File: src/rtl/debounce_pkg.sv
// debounce_pkg: shared event type and round-robin pick helper for debounce_bank
package debounce_pkg;

    localparam int MAX_NCH = 32;

    typedef struct packed {
        logic press;
        logic repeat_;
    } evt_t;

    typedef struct packed {
        logic       found;
        logic [4:0] idx;
    } pick_t;

    // first set bit of pend searching ptr+1, ptr+2, ... modulo n
    function automatic pick_t rr_pick(input logic [MAX_NCH-1:0] pend, input logic [4:0] ptr, input int n);
        pick_t r;
        int    c;
        r = '0;
        for (int k = 1; k <= MAX_NCH; k++) begin
            c = (int'(ptr) + k) % n;
            if (k <= n && !r.found && pend[c[4:0]]) begin
                r.found = 1'b1;
                r.idx   = c[4:0];
            end
        end
        return r;
    endfunction

endpackage

File: src/rtl/debounce_chan.sv
// debounce_chan: one channel of synchroniser, stability filter and edge pulses; DEBOUNCE_REPEAT_EN adds the auto-repeat hold counter
module debounce_chan #(
    parameter int STABLE_CYCLES = 255,
    parameter int SYNC_STAGES   = 2,
    parameter int REPEAT_DELAY  = 5000,
    parameter int REPEAT_PERIOD = 1000
) (
    input  logic clk,
    input  logic rst,
    input  logic in_raw,
    output logic out,
    output logic rise,
    output logic fall,
    output logic rpt
);

    localparam int CW = $clog2(STABLE_CYCLES + 1);

    logic [SYNC_STAGES-1:0] sync_q, sync_d;
    logic [CW-1:0]          cnt_q, cnt_d;
    logic                   out_q, out_d;
    logic                   rise_q, rise_d;
    logic                   fall_q, fall_d;
    logic                   s, accept;

    // count consecutive synchronised samples that disagree with the accepted level; accept on the last one
    always_comb begin
        sync_d = {sync_q[SYNC_STAGES-2:0], in_raw};
        s      = sync_q[SYNC_STAGES-1];
        accept = (s != out_q) && (cnt_q == CW'(STABLE_CYCLES - 1));
        cnt_d  = (s == out_q || accept) ? '0 : cnt_q + 1'b1;
        out_d  = accept ? s : out_q;
        rise_d = accept && s;
        fall_d = accept && !s;
    end

    // synchroniser, filter counter, level and pulse registers
    always_ff @(posedge clk) begin
        if (rst) begin
            sync_q <= '0;
            cnt_q  <= '0;
            out_q  <= 1'b0;
            rise_q <= 1'b0;
            fall_q <= 1'b0;
        end else begin
            sync_q <= sync_d;
            cnt_q  <= cnt_d;
            out_q  <= out_d;
            rise_q <= rise_d;
            fall_q <= fall_d;
        end
    end

    assign out  = out_q;
    assign rise = rise_q;
    assign fall = fall_q;

`ifdef DEBOUNCE_REPEAT_EN
    localparam int HW = $clog2((REPEAT_DELAY > REPEAT_PERIOD ? REPEAT_DELAY : REPEAT_PERIOD) + 1);

    logic [HW-1:0] hold_q, hold_d;
    logic          rep_q, rep_d;
    logic          rpt_q, rpt_d;
    logic          hit;

    // hold counter runs while the level is high: first target is the delay, later targets the period
    always_comb begin
        hit    = out_q && (hold_q + 1'b1 == (rep_q ? HW'(REPEAT_PERIOD) : HW'(REPEAT_DELAY)));
        hold_d = (!out_d || rise_d || hit) ? '0 : hold_q + 1'b1;
        rep_d  = out_d && !rise_d && (rep_q || hit);
        rpt_d  = out_d && hit;
    end

    // hold counter and repeat pulse registers
    always_ff @(posedge clk) begin
        if (rst) begin
            hold_q <= '0;
            rep_q  <= 1'b0;
            rpt_q  <= 1'b0;
        end else begin
            hold_q <= hold_d;
            rep_q  <= rep_d;
            rpt_q  <= rpt_d;
        end
    end

    assign rpt = rpt_q;
`else
    assign rpt = 1'b0;
`endif

endmodule

File: src/rtl/debounce_bank.sv
// debounce_bank: NCH-channel debouncer with edge pulses and a round-robin press/release event stream; DEBOUNCE_REPEAT_EN enables auto-repeat events
module debounce_bank
    import debounce_pkg::*;
#(
    parameter int NCH           = 4,
    parameter int STABLE_CYCLES = 255,
    parameter int SYNC_STAGES   = 2,
    parameter int REPEAT_DELAY  = 5000,
    parameter int REPEAT_PERIOD = 1000
) (
    input  logic                                   clk,
    input  logic                                   rst,
    input  logic [NCH-1:0]                         in,
    output logic [NCH-1:0]                         out,
    output logic [NCH-1:0]                         rise,
    output logic [NCH-1:0]                         fall,
    output logic                                   evt_valid,
    input  logic                                   evt_ready,
    output logic [(NCH > 1 ? $clog2(NCH) : 1)-1:0] evt_ch,
    output logic                                   evt_press,
    output logic                                   evt_repeat,
    output logic [NCH-1:0]                         ovf,
    input  logic [NCH-1:0]                         ovf_clr
);

    localparam int CHW = NCH > 1 ? $clog2(NCH) : 1;

    logic [NCH-1:0] rpt, ev, pend, grant;
    logic [NCH-1:0] slot_v_q, slot_v_d;
    logic [NCH-1:0] ovf_q, ovf_d;
    evt_t [NCH-1:0] slot_q, slot_d, ev_data, cand;
    logic [CHW-1:0] rr_q, rr_d;
    logic [CHW-1:0] evt_ch_q, evt_ch_d;
    logic [CHW-1:0] pick_idx;
    evt_t           evt_q, evt_d;
    logic           evt_valid_q, evt_valid_d;
    logic           adv;
    pick_t          pk;

    for (genvar g = 0; g < NCH; g++) begin : g_chan
        debounce_chan #(
            .STABLE_CYCLES(STABLE_CYCLES),
            .SYNC_STAGES  (SYNC_STAGES),
            .REPEAT_DELAY (REPEAT_DELAY),
            .REPEAT_PERIOD(REPEAT_PERIOD)
        ) u_chan (
            .clk   (clk),
            .rst   (rst),
            .in_raw(in[g]),
            .out   (out[g]),
            .rise  (rise[g]),
            .fall  (fall[g]),
            .rpt   (rpt[g])
        );
    end

    // an edge arriving at an empty slot bypasses straight to the arbiter; a full slot delivers its old event first
    always_comb begin
        ev          = rise | fall | rpt;
        pend        = slot_v_q | ev;
        adv         = !evt_valid_q || evt_ready;
        pk          = rr_pick(MAX_NCH'(pend), 5'(rr_q), NCH);
        pick_idx    = CHW'(pk.idx);
        grant       = (adv && pk.found) ? NCH'(1) << pick_idx : '0;
        for (int c = 0; c < NCH; c++) begin
            ev_data[c]  = {rise[c] | rpt[c], rpt[c]};
            cand[c]     = slot_v_q[c] ? slot_q[c] : ev_data[c];
            slot_v_d[c] = grant[c] ? slot_v_q[c] && ev[c] : slot_v_q[c] || ev[c];
            slot_d[c]   = ev[c] ? ev_data[c] : slot_q[c];
            ovf_d[c]    = (ovf_q[c] || (ev[c] && slot_v_q[c] && !grant[c])) && !ovf_clr[c];
        end
        evt_valid_d = adv ? pk.found : evt_valid_q;
        evt_d       = (adv && pk.found) ? cand[pick_idx] : evt_q;
        evt_ch_d    = (adv && pk.found) ? pick_idx : evt_ch_q;
        rr_d        = (adv && pk.found) ? pick_idx : rr_q;
    end

    // slots, sticky overflow flags, round-robin pointer and output register
    always_ff @(posedge clk) begin
        if (rst) begin
            slot_v_q    <= '0;
            slot_q      <= '0;
            ovf_q       <= '0;
            rr_q        <= CHW'(NCH - 1);
            evt_valid_q <= 1'b0;
            evt_q       <= '0;
            evt_ch_q    <= '0;
        end else begin
            slot_v_q    <= slot_v_d;
            slot_q      <= slot_d;
            ovf_q       <= ovf_d;
            rr_q        <= rr_d;
            evt_valid_q <= evt_valid_d;
            evt_q       <= evt_d;
            evt_ch_q    <= evt_ch_d;
        end
    end

    assign evt_valid  = evt_valid_q;
    assign evt_ch     = evt_ch_q;
    assign evt_press  = evt_q.press;
    assign evt_repeat = evt_q.repeat_;
    assign ovf        = ovf_q;

endmodule
File: config.mk
export PLATFORM = sky130hd
export DESIGN_NAME = debounce_bank
export DESIGN_NICKNAME = d
export VERILOG_FILES = /design/src/rtl/debounce_pkg.sv /design/src/rtl/debounce_chan.sv /design/src/rtl/debounce_bank.sv
export SDC_FILE = /design/constraint.sdc
export NUM_CORES = 1
export LEC_CHECK = 0
export CAP_MARGIN = 20
export CORE_MARGIN = 5
export CORE_UTILIZATION = 50
export DETAILED_ROUTE_END_ITERATION = 10
export PLACE_DENSITY = 0.75
export SLEW_MARGIN = 20
export SYNTH_ARGS = -nofsm -noshare
export SYNTH_HDL_FRONTEND = slang
export SYNTH_SLANG_ARGS = --single-unit
File: constraint.sdc
create_clock -name clk -period 1.85 [get_ports clk]
set_input_delay 0.37 -clock clk [delete_from_list [all_inputs] [get_ports clk]]
set_output_delay 0.37 -clock clk [all_outputs]
set_load 0.1 [all_outputs]
## After elaboration in Yosys (flattened, before gate mapping)

Cells that the tools add are included.

| word-level totals | value |
|---|---|
| register bits | 71 |
| latch bits | 0 |
| RAM bits | 0 |
| bits in read-only memories | 0 |
| bits of input ports | 11 |
| output and inout port bits | 21 |
| logic and storage cells | 151 |
| memories kept | 0 |

| operators by class | value |
|---|---|
| add/sub/neg operators | 8 |
| multiply operators | 0 |
| div/mod/pow operators | 0 |
| order comparisons | 5 |
| eq/ne operators | 12 |
| shifts and indexed selects | 1 |
| mux-type cells | 23 |
| bitwise gates (word level) | 6 |
| reductions and logical operators | 65 |

Operators by type and width:

| kind | count |
|---|---|
| 8-bit by 1-bit adder with 8-bit output (second input constant) | 4 |
| 8-bit equality test (second input constant) | 4 |
| 1-bit logical AND | 28 |
| 5-bit by 6-bit less-than comparator with 1-bit output (second input constant) | 4 |
| 6-bit two-way mux | 4 |
| 1-bit zero test | 16 |
| 2-bit OR reduction | 8 |
| 1-bit logical OR | 13 |
| 1-bit binary-select mux with 3-bit select | 4 |
| 2-bit two-way mux | 5 |
| 1-bit two-way mux | 8 |
| 4-bit OR | 2 |
| 2-bit by 1-bit adder with 2-bit output (second input constant) | 2 |
| 2-bit adder (second input constant) | 2 |
| 1-bit bitwise AND (first input constant) | 4 |
| 2-bit binary-select mux with 2-bit select | 1 |
| 1-bit equality test | 4 |
| 4-bit two-way mux | 1 |
| 1-bit inequality test | 4 |
| 1-bit by 2-bit << shifter with 4-bit output (first input constant) | 1 |
| 2-bit by 3-bit less-than comparator with 1-bit output (second input constant) | 1 |

## Longest topological paths before layout

Gate-level depths: netlist of the first run.

| depth | value |
|---|---|
| depth after elaboration | 21 |
| gate-level depth with buffers | 7 |
| depth with buffers taken out | 6 |

## By module

From an unflattened synthesis of the first run, not the netlist that was laid out.

| unflattened totals | value |
|---|---|
| cells, all modules | 399 |
| area, all modules | 3563.4 µm² |

By module, submodules not included:

| module | times used | cells an instance | area each (µm²) | seq. area each (µm²) |
|---|---|---|---|---|
| debounce_chan | 4 | 60 | 554.3 | 260.2 |
| debounce_bank | 1 | 159 | 1346.3 | 460.4 |

## Worst setup path after synthesis of the first run

Ideal clock, no wire load.

| timing path | value |
|---|---|
| path kind | register -> register |
| start point | register g_chan[0].u_chan.rise_q |
| end point | register slot_v_q[2] |
| library setup time | 0.133 ns |
| arrival | 1.728 ns |
| required time | 1.717 ns |
| path slack | -0.011 ns |
| cell stages (with the launch flop) | 7 |
| buffers on the path | 1 |
| period minus slack after synthesis | 1.861 ns |
| cell sequence | dfxtp_1 nor3_4 a21oi_2 or4_4 buf_6 o41ai_2 a21oi_1 |

| between the ends | value |
|---|---|
| cells in the longest elaborated chain, start to end | 17 |
| elaborated cells on any way between the ends | 24 |
| classes of those cells | shift: 1; mux: 14; bitwise: 2; reduce/logical: 7 |

RTL lines:

| element | RTL line | text |
|---|---|---|
| from (decl) | debounce_chan.sv:22 | `logic rise_q, rise_d;` |
| from (signal assigned) | debounce_chan.sv:49 | `rise_q <= rise_d;` |
| 4-bit OR * | debounce_bank.sv:59 | `ev = rise \| fall \| rpt;` |
| 4-bit OR * | debounce_bank.sv:60 | `pend = slot_v_q \| ev;` |
| 1-bit binary-select mux with 3-bit select | debounce_pkg.sv:23 | `if (k <= n && !r.found && pend[c[4:0]]) begin` |
| 1-bit two-way mux (not written as such) | debounce_pkg.sv:23 |  |
| 6-bit two-way mux | debounce_pkg.sv:23 |  |
| 1-bit zero test | debounce_pkg.sv:23 |  |
| 1-bit logical AND | debounce_pkg.sv:23 |  |
| 6-bit two-way mux | debounce_pkg.sv:23 |  |
| 1-bit zero test | debounce_pkg.sv:23 |  |
| 1-bit logical AND | debounce_pkg.sv:23 |  |
| 6-bit two-way mux | debounce_pkg.sv:23 |  |
| 1-bit zero test | debounce_pkg.sv:23 |  |
| 1-bit logical AND | debounce_pkg.sv:23 |  |
| 6-bit two-way mux * | debounce_pkg.sv:23 |  |
| 1-bit by 2-bit << shifter with 4-bit output / 1-bit logical AND (equally long branches) | debounce_bank.sv:64 | `grant = (adv && pk.found) ? NCH'(1) << pick_idx : '0;` |
| 4-bit two-way mux * | debounce_bank.sv:64 |  |
| 1-bit two-way mux * | debounce_bank.sv:68 | `slot_v_d[c] = grant[c] ? slot_v_q[c] && ev[c] : slot_v_q[c] \|\| ev[c];` |
| to (signal assigned) | debounce_bank.sv:89 | `slot_v_q <= slot_v_d;` |
| to (decl) | debounce_bank.sv:29 | `logic [NCH-1:0] slot_v_q, slot_v_d;` |

Every way passes the cells marked *; elsewhere a longest branch is shown, timed or not. The select of a mux whose other input is x is not followed.
A chain may end at the register's enable or synchronous reset.

## Worst setup path after layout of the first run

| timing path | value |
|---|---|
| start point | register g_chan[0].u_chan.fall_q |
| end point | register slot_v_q[3] |

| between the ends | value |
|---|---|
| cells in the longest elaborated chain, start to end | 17 |
| elaborated cells on any way between the ends | 24 |
| classes of those cells | shift: 1; mux: 14; bitwise: 2; reduce/logical: 7 |

RTL lines:

| element | RTL line | text |
|---|---|---|
| from (decl) | debounce_chan.sv:23 | `logic fall_q, fall_d;` |
| from (signal assigned) | debounce_chan.sv:50 | `fall_q <= fall_d;` |
| 4-bit OR * | debounce_bank.sv:59 |  |
| 4-bit OR * | debounce_bank.sv:60 |  |
| 1-bit binary-select mux with 3-bit select | debounce_pkg.sv:23 |  |
| 1-bit two-way mux (not written as such) | debounce_pkg.sv:23 |  |
| 6-bit two-way mux | debounce_pkg.sv:23 |  |
| 1-bit zero test | debounce_pkg.sv:23 |  |
| 1-bit logical AND | debounce_pkg.sv:23 |  |
| 6-bit two-way mux | debounce_pkg.sv:23 |  |
| 1-bit zero test | debounce_pkg.sv:23 |  |
| 1-bit logical AND | debounce_pkg.sv:23 |  |
| 6-bit two-way mux | debounce_pkg.sv:23 |  |
| 1-bit zero test | debounce_pkg.sv:23 |  |
| 1-bit logical AND | debounce_pkg.sv:23 |  |
| 6-bit two-way mux * | debounce_pkg.sv:23 |  |
| 1-bit by 2-bit << shifter with 4-bit output / 1-bit logical AND (equally long branches) | debounce_bank.sv:64 |  |
| 4-bit two-way mux * | debounce_bank.sv:64 |  |
| 1-bit two-way mux * | debounce_bank.sv:68 |  |

Marked as above.

==> out/qor.json, run 1 <==
{
  "run_status": {"value": "complete, but fails checks"},
  "violations": {"value": "negative setup slack"},
  "core": {"value": 5816, "unit": "um2"},
  "synth_fa_ha_area_share": {"value": 3.394, "unit": "%"},
  "num_vias": {"value": 2381},
  "vdd_ir_drop_max": {"value": 584.8, "unit": "uV"},
  "timing.setup.tns": {"value": -0.04324, "unit": "ns"},
  "cts_hold_buf": {"value": 0},
  "timing.clock.skew": {"value": 0.01324, "unit": "ns"},
  "share_comb_of_total_power": {"value": 2.7, "unit": "%"},
  "synth_simple_gate_area_share": {"value": 23.89, "unit": "%"},
  "max_cap_violations": {"value": 0},
  "maximum_fanout_along_the_worst_path": {"value": 5},
  "rsz0062_at_grt": {"value": "yes"},
  "synth-main-ff-cell": {"value": "sky130_fd_sc_hd__dfxtp_1"},
  "first_global_vias": {"value": 2343},
  "netSwitchingPower": {"value": 647.4, "unit": "uW"},
  "grt_antenna_before_repair": {"value": 0},
  "cpLargestDelayFamily": {"value": "simple AND/OR/NAND/NOR gates"},
  "synth_cells": {"value": 320},
  "clock_tree.htree_level_count": {"value": 3},
  "detailedRoute.firstIterationViolations": {"value": 91},
  "clock_network_latency_to_the_later_pin_of_the_worst_skew_pair": {"value": 0.35, "unit": "ns"},
  "design.die.area": {"value": 7534, "unit": "um2"},
  "detail_route.drc_violations": {"value": 0},
  "finalHoldViolCount": {"value": 0},
  "cp_num_cells": {"value": 5},
  "critPathMaxStageDelay": {"value": 0.57, "unit": "ns"},
  "place_congestion": {"value": 0.8215},
  "detailed_place_hpwl": {"value": 4028, "unit": "um"},
  "io_pins": {"value": 32},
  "timing.critical_path.cells": {"value": "nor3_4, a21oi_2, or4_4, nor4_1, nor3_1"},
  "critPathBufInv": {"value": 0},
  "synth-async-reset-ratio": {"value": 0, "unit": "%"},
  "fraction_of_the_mapped_netlist_area_in_compound_gates": {"value": 8.613, "unit": "%"},
  "final_net_count": {"value": 392},
  "die-height": {"value": 86.80, "unit": "um"},
  "criticalPathCategory": {"value": "reg2reg"},
  "vias_per_cell": {"value": 5.256},
  "chipWidth": {"value": 86.80, "unit": "um"},
  "timing.critical_path.slowest_stage_cell": {"value": "sky130_fd_sc_hd__or4_4"},
  "clock_edge_transition_at_the_registers_on_the_reported_setup_and_hold_paths": {"value": 0.08, "unit": "ns"},
  "p_int": {"value": 2.044, "unit": "mW"},
  "route.final.wire_length": {"value": 6300, "unit": "um"},
  "syn_area_per_cell": {"value": 9.216, "unit": "um2"},
  "min_period": {"value": 1.882, "unit": "ns"},
  "seq_area_frac_synth": {"value": 47.52, "unit": "%"},
  "finalCritPeriodShare": {"value": 101.8, "unit": "%"},
  "synth_mux_area_share": {"value": 2.036, "unit": "%"},
  "detailedRoute.firstPassIterationCount": {"value": 4},
  "number_of_i_o_port_buffers": {"value": 30},
  "synthesis.yosys.warnings": {"value": 0},
  "synthXorXnorAreaFrac": {"value": 8.316, "unit": "%"},
  "clock-sinks": {"value": 70},
  "netlist_area": {"value": 2949, "unit": "um2"},
  "postSynthRegisterBits": {"value": 70},
  "fmaxAchievable": {"value": 0.5312, "unit": "GHz"},
  "cts_buffers": {"value": 9},
  "floorplan.rows": {"value": 28},
  "clock_path_buffers": {"value": 2},
  "layout.cells.most_common": {"value": "sky130_fd_sc_hd__dfxtp_1"},
  "sw_frac_of_total": {"value": 24.06, "unit": "%"},
  "start_util": {"value": 50.71, "unit": "%"},
  "globalRouteMet2Util": {"value": 30.16, "unit": "%"},
  "cp.required": {"value": 2.07, "unit": "ns"},
  "layout_common_cells": {"value": "sky130_fd_sc_hd__dfxtp_1, sky130_fd_sc_hd__nor2_1, sky130_fd_sc_hd__buf_4"},
  "use_met3": {"value": 4.848, "unit": "%"},
  "grt_pass1_wl": {"value": 10240, "unit": "um"},
  "diodes": {"value": 0},
  "timing.critical_path.from_type": {"value": "flip-flop"},
  "type_of_destination_of_the_critical_path": {"value": "flip-flop"},
  "pre_cts_slack": {"value": -0.04950, "unit": "ns"},
  "timing_max_transition_violations_final": {"value": 0},
  "stdcell_count": {"value": 453},
  "timing.hold.worst_path_depth": {"value": 1},
  "total_leakage_power": {"value": 1.428, "unit": "nW"},
  "syn_nets": {"value": 339},
  "global_route.overflow_total": {"value": 0},
  "hold_path_class": {"value": "reg2reg"},
  "grt_most_used_layer": {"value": "met2"},
  "wl_per_cell": {"value": 13.91, "unit": "um"},
  "power.density_cell_area": {"value": 690.5, "unit": "nW/um2"},
  "share_seq_of_total_power": {"value": 56.6, "unit": "%"},
  "grt_max_degree": {"value": 23},
  "share_of_power_burned_in_the_clock_network": {"value": 40.7, "unit": "%"},
  "clock-root-buffer": {"value": "sky130_fd_sc_hd__clkbuf_8"},
  "gr-usage-all-layers": {"value": 17.36, "unit": "%"},
  "grt_use_met1": {"value": 18.92, "unit": "%"},
  "areaGrowthSynthToFinish": {"value": 32.16, "unit": "%"},
  "report.final.setup_viol": {"value": 2},
  "place_inst": {"value": 428},
  "power": {"value": 2.691, "unit": "mW"},
  "rr_worst_depth": {"value": 5},
  "final_antenna_net_count": {"value": 0},
  "cp.arrival": {"value": 2.11, "unit": "ns"},
  "synth_cell_type_count": {"value": 41},
  "cts_tree": {"value": "done"},
  "count_of_flip_flops_with_a_built_in_enable_after_synthesis": {"value": 0},
  "drive_above_1_share": {"value": 25.13, "unit": "%"},
  "postLayoutSetupSlackWorst": {"value": -0.03240, "unit": "ns"},
  "main_combinational_cell_family_by_area_after_synthesis": {"value": "simple AND/OR/NAND/NOR gates"}
}
[logic make-up (layout without fill, tap and decap cells)]
family	Yosys count	after routing
compound gates	35	35
xor+xnor	28	28
fa+ha+maj	8	8
buf+inv	33	90
flops	70	70
mux	6	6
other cells	1	1
simple gates	139	140
[cells in the mapped netlist, types with 3 or more instances]
cell                       count  area share (%)
sky130_fd_sc_hd__nor3_1        7             1.2
sky130_fd_sc_hd__or2_2         4            0.85
sky130_fd_sc_hd__and3_1        7             1.5
sky130_fd_sc_hd__nand3_1      19             3.2
sky130_fd_sc_hd__xor2_1       14             4.2
sky130_fd_sc_hd__a41oi_1       3            0.89
sky130_fd_sc_hd__or3_1         5             1.1
sky130_fd_sc_hd__ha_1          8             3.4
sky130_fd_sc_hd__xnor2_1      14             4.2
sky130_fd_sc_hd__mux2i_1       6             2.0
sky130_fd_sc_hd__dfxtp_1      70              48
sky130_fd_sc_hd__clkbuf_1      7            0.89
sky130_fd_sc_hd__a21oi_1      10             1.7
sky130_fd_sc_hd__nor2_1       56             7.1
sky130_fd_sc_hd__o21a_1        3            0.76
sky130_fd_sc_hd__a211oi_1      3            0.76
sky130_fd_sc_hd__buf_4        13             3.3
sky130_fd_sc_hd__nor2b_1      10             2.1
sky130_fd_sc_hd__inv_1        12             1.5
sky130_fd_sc_hd__nand2_1      16             2.0
sky130_fd_sc_hd__nor4b_1       8             2.4
[final timing paths]
kind         slack [ns]                               endpoint                                   from
max               -0.03                 slot_v_q[3]$_SDFF_PP0_       g_chan[0].u_chan.fall$_SDFF_PP0_
min                0.43  g_chan[1].u_chan.sync_q[1]$_SDFF_PP0_  g_chan[1].u_chan.sync_q[0]$_SDFF_PP0_
max reg2reg       -0.03                 slot_v_q[3]$_SDFF_PP0_       g_chan[0].u_chan.fall$_SDFF_PP0_
min reg2reg        0.43  g_chan[1].u_chan.sync_q[1]$_SDFF_PP0_  g_chan[1].u_chan.sync_q[0]$_SDFF_PP0_
[what timing repair did]
action	4_1_cts	5_1_grt
pin swaps	3	5
gates resized for setup	7	10
setup endpoints to repair	2	7
cloned	1	0
hold endpoints to repair	0	0
setup buffers	5	3
[power by group through the flow]
stage | Combinational [mW] | Sequential, mW | Clock, mW
4_1_cts | 0.0737 | 1.52 | 1.13
5_1_grt | 0.0796 | 1.53 | 1.21
6_report | 0.0734 | 1.52 | 1.09
3_3_place_gp | 0.0720 | 1.56 | 0
3_5_place_dp | 0.0732 | 1.56 | 0
2_1_floorplan | 0.0407 | 1.56 | 0
[stage by stage]
| step | hold slack, ns | util, % | instance area (um2) |
|---|---|---|---|
| 2_1_floorplan | 0.4138 | - | 2950 |
| 3_3_place_gp | 0.4159 | 61.73 | 3590 |
| 3_5_place_dp | 0.4231 | 61.73 | 3590 |
| 4_1_cts | 0.4357 | 65.96 | 3836 |
| 5_1_grt | 0.4604 | 67.02 | 3897 |
| 6_report | 0.4293 | 67.02 | 3897 |
[metal layers]
layer | part of all wire (%) | wire length [um]
met5 | 0 | 0
met4 | 3.0 | 189
met3 | 6.0 | 376
met2 | 50 | 3153
met1 | 41 | 2581
[registers in the layout, summed over array words and instances (netlist names)]
name / flops
g_chan.u_chan.cnt_q: 32
g_chan.u_chan.sync_q: 8
g_chan.u_chan.fall: 4
g_chan.u_chan.out: 4
g_chan.u_chan.rise: 4
ovf: 4
slot_q: 4
slot_v_q: 4
evt_ch: 2
rr_q: 2
evt_press: 1
evt_valid: 1
[worst reg2reg max path, stage by stage (launching register included)]
cell	delay, ns
sky130_fd_sc_hd__dfxtp_2	0.34
sky130_fd_sc_hd__nor3_4	0.27
sky130_fd_sc_hd__a21oi_2	0.10
sky130_fd_sc_hd__or4_4	0.57
sky130_fd_sc_hd__nor4_1	0.38
sky130_fd_sc_hd__nor3_1	0.10
[final cells by class]
| cell class | instances | area, um2 |
|---|---|---|
| clock buffers | 10 | 127.6 |
| clock inverters | 6 | 47.55 |
| fillers | 467 | 1918 |
| inverters | 12 | 45.04 |
| multi-input cells | 218 | 1435 |
| flip-flops and latches | 70 | 1408 |
| well taps | 75 | 93.84 |
| repair buffers | 62 | 740.7 |
No activity file was read; power rests on OpenSTA's default activity.
==> inputs of run 2 (changes only) <==
--- a/config.mk
+++ b/config.mk
@@ -5,11 +5,12 @@
 export SDC_FILE = /design/constraint.sdc
 export NUM_CORES = 1
 export LEC_CHECK = 0
+export ABC_AREA = 1
 export CAP_MARGIN = 20
 export CORE_MARGIN = 5
-export CORE_UTILIZATION = 50
+export CORE_UTILIZATION = 51
 export DETAILED_ROUTE_END_ITERATION = 10
-export PLACE_DENSITY = 0.75
+export PLACE_DENSITY = 0.76
 export SLEW_MARGIN = 20
 export SYNTH_ARGS = -nofsm -noshare
 export SYNTH_HDL_FRONTEND = slang
==> out/qor.json, run 2 <==
{
  "core": {"value": 5921, "unit": "um2", "change": "+1.8%"},
  "synth_cells": {"value": 401, "change": "+25%"},
  "timing_max_transition_violations_final": {"value": 0, "change": "unchanged"},
  "count_of_flip_flops_with_a_built_in_enable_after_synthesis": {"value": 0, "change": "unchanged"},
  "layout.cells.most_common": {"value": "sky130_fd_sc_hd__dfxtp_1"},
  "layout_common_cells": {"value": "sky130_fd_sc_hd__dfxtp_1, sky130_fd_sc_hd__nand2_1, sky130_fd_sc_hd__nor2_1"},
  "maximum_fanout_along_the_worst_path": {"value": 4, "change": "-1"},
  "min_period": {"value": 1.885, "unit": "ns", "change": "+0.002868 ns"},
  "grt_antenna_before_repair": {"value": 0, "change": "unchanged"},
  "max_cap_violations": {"value": 0, "change": "unchanged"},
  "run_status": {"value": "complete, but fails checks"},
  "p_int": {"value": 2.870, "unit": "mW", "change": "+40%"},
  "clock-sinks": {"value": 70, "change": "unchanged"},
  "stdcell_count": {"value": 527, "change": "+16%"},
  "vdd_ir_drop_max": {"value": 1250, "unit": "uV", "change": "+110%"},
  "clock_network_latency_to_the_later_pin_of_the_worst_skew_pair": {"value": 0.34, "unit": "ns", "change": "about the same"},
  "pre_cts_slack": {"value": -0.03693, "unit": "ns", "change": "+0.01257 ns"},
  "power": {"value": 4.699, "unit": "mW", "change": "+75%"},
  "final_antenna_net_count": {"value": 0, "change": "unchanged"},
  "detailedRoute.firstIterationViolations": {"value": 186, "change": "+100%"},
  "synth_commonest_cells": {"value": "sky130_fd_sc_hd__dfxtp_1, sky130_fd_sc_hd__nand2_1, sky130_fd_sc_hd__nor2_1"},
  "areaGrowthSynthToFinish": {"value": 30.96, "unit": "%"},
  "power.density_cell_area": {"value": 1156, "unit": "nW/um2", "change": "+67%"},
  "total_leakage_power": {"value": 1.692, "unit": "nW", "change": "+19%"},
  "cts_hold_buf": {"value": 0, "change": "unchanged"},
  "num_vias": {"value": 2719, "change": "+14%"},
  "dpl_cell_area": {"value": 3706, "unit": "um2", "change": "+3.2%"},
  "layout.cell_area.non_filler": {"value": 4065, "unit": "um2", "change": "+4.3%"},
  "design.die.area": {"value": 7747, "unit": "um2", "change": "+2.8%"},
  "syn_nets": {"value": 420, "change": "+24%"},
  "cp.arrival": {"value": 2.12, "unit": "ns", "change": "about the same"},
  "rsz0062_at_grt": {"value": "yes"},
  "first_global_vias": {"value": 2446, "change": "+4.4%"},
  "finalHoldViolCount": {"value": 0, "change": "unchanged"},
  "clock_tree.htree_level_count": {"value": 3, "change": "unchanged"},
  "synth.top_cell.area_share": {"value": 45.14, "unit": "%", "change": "-2.4 points"},
  "chipWidth": {"value": 88.02, "unit": "um", "change": "+1.4%"},
  "syn_area_per_cell": {"value": 7.741, "unit": "um2", "change": "-16%"},
  "finalCritPeriodShare": {"value": 101.9, "unit": "%", "change": "+0.16 points"},
  "synth_cell_type_count": {"value": 36, "change": "-12%"},
  "netSwitchingPower": {"value": 1.830, "unit": "mW", "change": "+180%"},
  "die-height": {"value": 88.02, "unit": "um", "change": "+1.4%"},
  "detailed_place_hpwl": {"value": 4559, "unit": "um", "change": "+13%"},
  "largestRegisters": {"value": "g_chan.u_chan.cnt_q: 32 flops, g_chan.u_chan.sync_q: 8 flops"},
  "criticalPathCategory": {"value": "reg2reg"},
  "timing.critical_path.from_type": {"value": "flip-flop"},
  "synthesis.yosys.warnings": {"value": 0, "change": "unchanged"},
  "synth-async-reset-ratio": {"value": 0, "unit": "%", "change": "unchanged"},
  "place_inst": {"value": 505, "change": "+18%"},
  "hold_start": {"value": "g_chan[0].u_chan.sync_q[0]$_SDFF_PP0_"},
  "cts_buffers": {"value": 9, "change": "unchanged"},
  "clock_path_buffers": {"value": 2, "change": "unchanged"},
  "start_util": {"value": 52.43, "unit": "%", "change": "+1.7 points"},
  "io_pins": {"value": 32, "change": "unchanged"},
  "share_comb_of_total_power": {"value": 38.0, "unit": "%", "change": "+35 points"},
  "seq_area_frac_synth": {"value": 45.14, "unit": "%", "change": "-2.4 points"},
  "yosysTopAreaCell": {"value": "sky130_fd_sc_hd__dfxtp_1"},
  "place_congestion": {"value": 0.8798, "change": "+7.1%"},
  "fmaxAchievable": {"value": 0.5304, "unit": "GHz", "change": "-0.15%"},
  "share_seq_of_total_power": {"value": 35.3, "unit": "%", "change": "-21 points"},
  "crit_start": {"value": "rr_q[0]$_SDFFE_PP1N_"},
  "largest_register_ffs": {"value": 32, "change": "unchanged"},
  "cts_tree": {"value": "done"},
  "worst_r2r_startpoint": {"value": "rr_q[0]$_SDFFE_PP1N_"},
  "gr-usage-all-layers": {"value": 17.44, "unit": "%", "change": "+0.083 points"},
  "sw_frac_of_total": {"value": 38.94, "unit": "%", "change": "+15 points"},
  "share_of_power_burned_in_the_clock_network": {"value": 26.7, "unit": "%", "change": "-14 points"},
  "global_route.overflow_total": {"value": 0, "change": "unchanged"},
  "synth_most_common_cell": {"value": "sky130_fd_sc_hd__dfxtp_1"},
  "floorplan.rows": {"value": 28, "change": "unchanged"},
  "report.final.setup_viol": {"value": 1, "change": "-1"},
  "diodes": {"value": 0, "change": "unchanged"},
  "postLayoutSetupSlackWorst": {"value": -0.03527, "unit": "ns", "change": "-0.002868 ns"},
  "drive_above_1_share": {"value": 23.23, "unit": "%", "change": "-1.9 points"},
  "timing.hold.ws": {"value": 0.4043, "unit": "ns", "change": "-0.02499 ns"},
  "detail_route.drc_violations": {"value": 0, "change": "unchanged"},
  "final_net_count": {"value": 466, "change": "+19%"},
  "clock-root-buffer": {"value": "sky130_fd_sc_hd__clkbuf_8"},
  "rel_slew_slack": {"value": 53.93, "unit": "%"},
  "register_bank_with_the_most_flops": {"value": "g_chan.u_chan.cnt_q"},
  "hold_path_class": {"value": "reg2reg"},
  "route.final.wire_length": {"value": 6751, "unit": "um", "change": "+7.2%"},
  "vias_per_cell": {"value": 5.159, "change": "-1.8%"},
  "grt_max_degree": {"value": 14, "change": "-39%"},
  "postSynthRegisterBits": {"value": 70, "change": "unchanged"},
  "timing_worst_slew_pin_value": {"value": 0.6881, "unit": "ns"},
  "fillers": {"value": 446, "change": "-4.5%"},
  "wl_per_cell": {"value": 12.81, "unit": "um", "change": "-7.9%"},
  "cp.required": {"value": 2.08, "unit": "ns", "change": "about the same"},
  "violations": {"value": "negative setup slack"},
  "detailedRoute.firstPassIterationCount": {"value": 4, "change": "unchanged"},
  "timing.clock.skew": {"value": 0.006507, "unit": "ns", "change": "-0.006729 ns"},
  "grt_pass1_wl": {"value": 10560, "unit": "um", "change": "+3.2%"},
  "synth-main-ff-cell": {"value": "sky130_fd_sc_hd__dfxtp_1"},
  "netlist_area": {"value": 3104, "unit": "um2", "change": "+5.3%"},
  "number_of_i_o_port_buffers": {"value": 30, "change": "unchanged"},
  "clock_edge_transition_at_the_registers_on_the_reported_setup_and_hold_paths": {"value": 0.08, "unit": "ns", "change": "about the same"},
  "post_synth_main_area_contributors": {"value": "sky130_fd_sc_hd__dfxtp_1, sky130_fd_sc_hd__nand2_1, sky130_fd_sc_hd__nor2_1"},
  "type_of_destination_of_the_critical_path": {"value": "flip-flop"}
}
-- run 2: cell type report --
type / instances / area, um2 / area share [%]
multi-input cells: 269 / 1511 / 37.18
flip-flops and latches: 70 / 1408 / 34.63
repair buffers: 52 / 678.2 / 16.68
inverters: 45 / 173.9 / 4.278
clock buffers: 12 / 155.1 / 3.817
well taps: 75 / 93.84 / 2.308
clock inverters: 4 / 45.04 / 1.108
-- run 2: power by group through the flow --
| stage | sequential (mW) | clock, mW | combinational, mW |
|---|---|---|---|
| global placement | 1.67 | 0 | 1.52 |
| detailed placement | 1.68 | 0 | 1.56 |
| global route | 1.66 | 1.34 | 1.91 |
| floorplan | 1.87 | 0 | 0.974 |
| finish | 1.66 | 1.25 | 1.79 |
| CTS | 1.65 | 1.28 | 1.59 |
-- run 2: worst paths after layout --
path / endpoint / slack [ns] / cells after the start
min reg2reg: g_chan[0].u_chan.sync_q[1]$_SDFF_PP0_ / 0.40 / 2
min: g_chan[0].u_chan.sync_q[1]$_SDFF_PP0_ / 0.40 / 2
max reg2reg: ovf[0]$_SDFF_PP0_ / -0.04 / 10
max: ovf[0]$_SDFF_PP0_ / -0.04 / 10
-- run 2: cells by family after synthesis --
kind of cell / synth area share, %
and+or+nand+nor: 30.35
DFF: 45.14
buffers and inverters: 9.069
AOI/OAI and AO/OA: 10.12
adders and majority gates: 3.225
xor gates and xnor gates: 1.975
other: 0.1208
-- run 2: worst max-delay path: stages, from the launching register on --
cell and delay, ns:
sky130_fd_sc_hd__dfxtp_4 0.40, sky130_fd_sc_hd__buf_12 0.11, sky130_fd_sc_hd__nand2_1 0.06, sky130_fd_sc_hd__nand2_2 0.12
sky130_fd_sc_hd__nand3_2 0.11, sky130_fd_sc_hd__a21boi_0 0.31, sky130_fd_sc_hd__nand2_1 0.12, sky130_fd_sc_hd__nor2_2 0.16
sky130_fd_sc_hd__nand3_2 0.11, sky130_fd_sc_hd__a21oi_1 0.22, sky130_fd_sc_hd__nor2_2 0.05
-- run 2: per-layer routing --
metal | track usage, % | vias to the layer above | part of all wire, %
met4 | 8.654 | 0 | 3.0
met5 | 0 | - | 0
met2 | 28.49 | 72 | 48
li1 | - | 1381 | -
met3 | 3.387 | 20 | 4.7
met1 | 22.02 | 1246 | 44
-- run 2: stage by stage --
step	util, %	TNS (ns)
after floorplan	-	0
after global placement	62.60	0
after detailed placement	62.60	-0.07707
after CTS	66.29	0
after global routing	68.66	-0.3654
final	68.66	-0.03527
-- run 2: timing repair --
item,4_1_cts,5_1_grt
gates cloned,0,0
pin swaps,0,5
gates resized for setup,5,22
buffers inserted,0,6
endpoints found under the setup margin,11,12
==> inputs of run 3 (changes only) <==
--- a/config.mk
+++ b/config.mk
@@ -7,6 +7,7 @@
 export LEC_CHECK = 0
 export ABC_AREA = 1
 export CAP_MARGIN = 20
+export CORE_ASPECT_RATIO = 1.1
 export CORE_MARGIN = 5
 export CORE_UTILIZATION = 51
 export DETAILED_ROUTE_END_ITERATION = 10
==> out/qor.json, run 3 (synthesis gave the netlist of run 2 again) <==
{
  "run_status": {"value": "complete, but fails checks"},
  "violations": {"value": "negative setup slack"},
  "timing.critical_path.slowest_stage_cell": {"value": "sky130_fd_sc_hd__dfxtp_4"},
  "critPathMaxStageDelay": {"value": 0.39, "unit": "ns", "change": "about the same"},
  "cts_buffers": {"value": 9, "change": "unchanged"},
  "areaGrowthSynthToFinish": {"value": 30.92, "unit": "%", "change": "about the same"},
  "vias_per_cell": {"value": 5.121, "change": "-0.74%"},
  "min_period": {"value": 1.881, "unit": "ns", "change": "-0.003844 ns"},
  "num_vias": {"value": 2699, "change": "-0.74%"},
  "rr_worst_depth": {"value": 12, "change": "+2"},
  "timing_worst_slew_pin_value": {"value": 0.6263, "unit": "ns", "change": "-0.06179 ns"},
  "max_cap_violations": {"value": 0, "change": "unchanged"},
  "finalCritPeriodShare": {"value": 101.7, "unit": "%", "change": "-0.21 points"},
  "register_bank_with_the_most_flops": {"value": "g_chan.u_chan.cnt_q"},
  "clock-root-buffer": {"value": "sky130_fd_sc_hd__clkbuf_8"},
  "hold_start": {"value": "g_chan[1].u_chan.sync_q[0]$_SDFF_PP0_"},
  "cp.required": {"value": 2.08, "unit": "ns", "change": "about the same"},
  "clock_path_buffers": {"value": 2, "change": "unchanged"},
  "cts_tree": {"value": "done"},
  "hold-path-endpoint": {"value": "g_chan[1].u_chan.sync_q[1]$_SDFF_PP0_"},
  "die-height": {"value": 91.83, "unit": "um", "change": "+4.3%"},
  "grt_pass1_wl": {"value": 10610, "unit": "um", "change": "+0.46%"},
  "first_global_vias": {"value": 2537, "change": "+3.7%"},
  "critPathBufInv": {"value": 1, "change": "unchanged"},
  "timing_max_transition_violations_final": {"value": 0, "change": "unchanged"},
  "fmaxAchievable": {"value": 0.5315, "unit": "GHz", "change": "+0.20%"},
  "core": {"value": 5842, "unit": "um2", "change": "-1.3%"},
  "start_util": {"value": 53.14, "unit": "%", "change": "+0.71 points"},
  "maximum_fanout_along_the_worst_path": {"value": 9, "change": "+5"},
  "report.final.setup_viol": {"value": 3, "change": "+2"},
  "timing.critical_path.cells": {"value": "inv_4, nand3_1, nand3_1, nand2_2, nor2_4, nand3_2, nand2_4, nand2_4, nor2_4, nand2_1, a21oi_1, nor2_1"},
  "vdd_ir_drop_max": {"value": 853.4, "unit": "uV", "change": "-32%"},
  "sw_frac_of_total": {"value": 39.26, "unit": "%", "change": "+0.32 points"},
  "timing.hold.ws": {"value": 0.4054, "unit": "ns", "change": "+0.001045 ns"},
  "timing.hold.worst_path_depth": {"value": 2, "change": "unchanged"},
  "detail_route.drc_violations": {"value": 0, "change": "unchanged"},
  "clock_tree.htree_level_count": {"value": 3, "change": "unchanged"},
  "chipWidth": {"value": 84.39, "unit": "um", "change": "-4.1%"},
  "crit-reg2reg-capture": {"value": "ovf[3]$_SDFF_PP0_"},
  "share_seq_of_total_power": {"value": 35.0, "unit": "%", "change": "-0.3 points"},
  "io_pins": {"value": 32, "change": "unchanged"},
  "dpl_cell_area": {"value": 3699, "unit": "um2", "change": "-0.20%"},
  "number_of_i_o_port_buffers": {"value": 30, "change": "unchanged"},
  "worst_r2r_startpoint": {"value": "rr_q[0]$_SDFFE_PP1N_"},
  "power.density_cell_area": {"value": 1178, "unit": "nW/um2", "change": "+1.9%"},
  "route.final.wire_length": {"value": 6512, "unit": "um", "change": "-3.5%"},
  "grt_antenna_before_repair": {"value": 0, "change": "unchanged"},
  "fillers": {"value": 448, "change": "+0.45%"},
  "setup.reg_to_reg.worst_slack": {"value": -0.03, "unit": "ns", "change": "about the same"},
  "clock_edge_transition_at_the_registers_on_the_reported_setup_and_hold_paths": {"value": 0.07, "unit": "ns", "change": "about the same"},
  "timing.critical_path.from_type": {"value": "flip-flop"},
  "floorplan.rows": {"value": 29, "change": "+3.6%"},
  "detailed_place_hpwl": {"value": 4541, "unit": "um", "change": "-0.40%"},
  "type_of_destination_of_the_critical_path": {"value": "flip-flop"},
  "rel_slew_slack": {"value": 58.06, "unit": "%", "change": "+4.1 points"},
  "detailedRoute.firstIterationViolations": {"value": 139, "change": "-25%"},
  "drive_above_1_share": {"value": 23.56, "unit": "%", "change": "+0.33 points"},
  "criticalPathCategory": {"value": "reg2reg"},
  "design.die.area": {"value": 7749, "unit": "um2", "change": "about the same"},
  "rsz0062_at_grt": {"value": "yes"},
  "share_comb_of_total_power": {"value": 39.4, "unit": "%", "change": "+1.4 points"},
  "gr-usage-all-layers": {"value": 16.64, "unit": "%", "change": "-0.80 points"},
  "place_congestion": {"value": 0.9740, "change": "+11%"},
  "grt_max_degree": {"value": 16, "change": "+2"},
  "final_net_count": {"value": 464, "change": "-0.43%"},
  "clock-sinks": {"value": 70, "change": "unchanged"},
  "wl_per_cell": {"value": 12.36, "unit": "um", "change": "-3.5%"},
  "global_route.overflow_total": {"value": 0, "change": "unchanged"},
  "diodes": {"value": 0, "change": "unchanged"},
  "layout.cells.most_common": {"value": "sky130_fd_sc_hd__dfxtp_1"},
  "timing.clock.skew": {"value": 0.005570, "unit": "ns", "change": "-0.0009376 ns"},
  "cp.arrival": {"value": 2.12, "unit": "ns", "change": "about the same"},
  "hold_path_class": {"value": "reg2reg"},
  "share_of_power_burned_in_the_clock_network": {"value": 25.5, "unit": "%", "change": "-1.2 points"},
  "finalHoldViolCount": {"value": 0, "change": "unchanged"},
  "cpLargestDelayFamily": {"value": "simple AND/OR/NAND/NOR gates"},
  "final_antenna_net_count": {"value": 0, "change": "unchanged"},
  "total_leakage_power": {"value": 1.680, "unit": "nW", "change": "-0.71%"},
  "layout.cell_area.non_filler": {"value": 4064, "unit": "um2", "change": "about the same"},
  "p_int": {"value": 2.908, "unit": "mW", "change": "+1.3%"},
  "clock_network_latency_to_the_later_pin_of_the_worst_skew_pair": {"value": 0.34, "unit": "ns", "change": "about the same"},
  "largest_register_ffs": {"value": 32, "change": "unchanged"},
  "largestRegisters": {"value": "g_chan.u_chan.cnt_q: 32 flops, g_chan.u_chan.sync_q: 8 flops"},
  "postLayoutSetupSlackWorst": {"value": -0.03142, "unit": "ns", "change": "+0.003844 ns"},
  "layout_common_cells": {"value": "sky130_fd_sc_hd__dfxtp_1, sky130_fd_sc_hd__nand2_1, sky130_fd_sc_hd__nor2_1"},
  "detailedRoute.firstPassIterationCount": {"value": 4, "change": "unchanged"},
  "netSwitchingPower": {"value": 1.879, "unit": "mW", "change": "+2.7%"}
}
run 3: cell count changes in the layout (fill, tap and decap cells not counted), sizes merged:
cell,change
buf,-2
clkbuf,-2
clkinv,+1
clkinvlp,+1
run 3: cell type report:
cell class | instances | area (um2) | area share, %
multi-input cells | 269 | 1520 | 37.41
repair buffers | 50 | 663.1 | 16.32
well taps | 77 | 96.34 | 2.371
clock inverters | 6 | 61.31 | 1.509
inverters | 45 | 173.9 | 4.280
flip-flops and latches | 70 | 1411 | 34.73
clock buffers | 10 | 137.6 | 3.387
run 3: metal layers:
metal | share of wire [%] | up-vias | track usage, % | routed length [um]
met3 | 4.7 | 17 | 4.122 | 303
met1 | 42 | 1232 | 18.98 | 2709
li1 | - | 1381 | - | -
met5 | 0 | - | 0 | 0
met2 | 51 | 69 | 28.22 | 3300
met4 | 3.1 | 0 | 9.631 | 199
run 3: worst min-delay path, delay by kind of cell (launching register included):
family                 cells  cell delay [ns]
buffers and inverters      1             0.04
and+or+nand+nor            1             0.03
DFF                        1             0.30
run 3: through the flow:
stage,utilization (%),TNS (ns),power [mW],cells,setup slack [ns]
6_report,69.57,-0.07432,4.788,527,-0.03142
4_1_cts,66.89,0,4.466,520,0.007093
3_5_place_dp,63.31,0,3.223,504,0.01688
5_1_grt,69.57,-0.6401,5.010,527,-0.08857
3_3_place_gp,63.31,0,3.172,504,0.08778
2_1_floorplan,-,0,2.848,401,0.1029
run 3: worst max-delay path by stage:
stage	startpoint	end	slack (ns)	cells past startpoint
CTS	g_chan[2].u_chan.rise$_SDFF_PP0_	ovf[1]$_SDFF_PP0_	0.007	12
global placement	g_chan[2].u_chan.rise$_SDFF_PP0_	slot_v_q[3]$_SDFF_PP0_	0.09	12
finish	rr_q[0]$_SDFFE_PP1N_	ovf[3]$_SDFF_PP0_	-0.03	12
floorplan	evt_valid$_SDFFE_PP0P_	evt_press$_SDFFE_PP0N_	0.10	7
detailed placement	g_chan[1].u_chan.rise$_SDFF_PP0_	slot_v_q[3]$_SDFF_PP0_	0.02	12
global route	g_chan[0].u_chan.fall$_SDFF_PP0_	slot_v_q[1]$_SDFF_PP0_	-0.09	12
run 3: repair_timing:
| item | CTS | global route |
|---|---|---|
| setup endpoints to repair | 3 | 13 |
| buffers inserted | 0 | 7 |
| pin swaps | 0 | 11 |
| resized for setup | 4 | 28 |
| hold buffers | 0 | 0 |
| endpoints found under the hold margin | 0 | 0 |
run 3: power by group through the flow:
stage	sequential [mW]	clock (mW)	combinational (mW)
2_1_floorplan	1.87	0	0.974
3_3_place_gp	1.68	0	1.50
3_5_place_dp	1.68	0	1.54
4_1_cts	1.65	1.25	1.56
5_1_grt	1.69	1.32	2.00
6_report	1.68	1.22	1.89
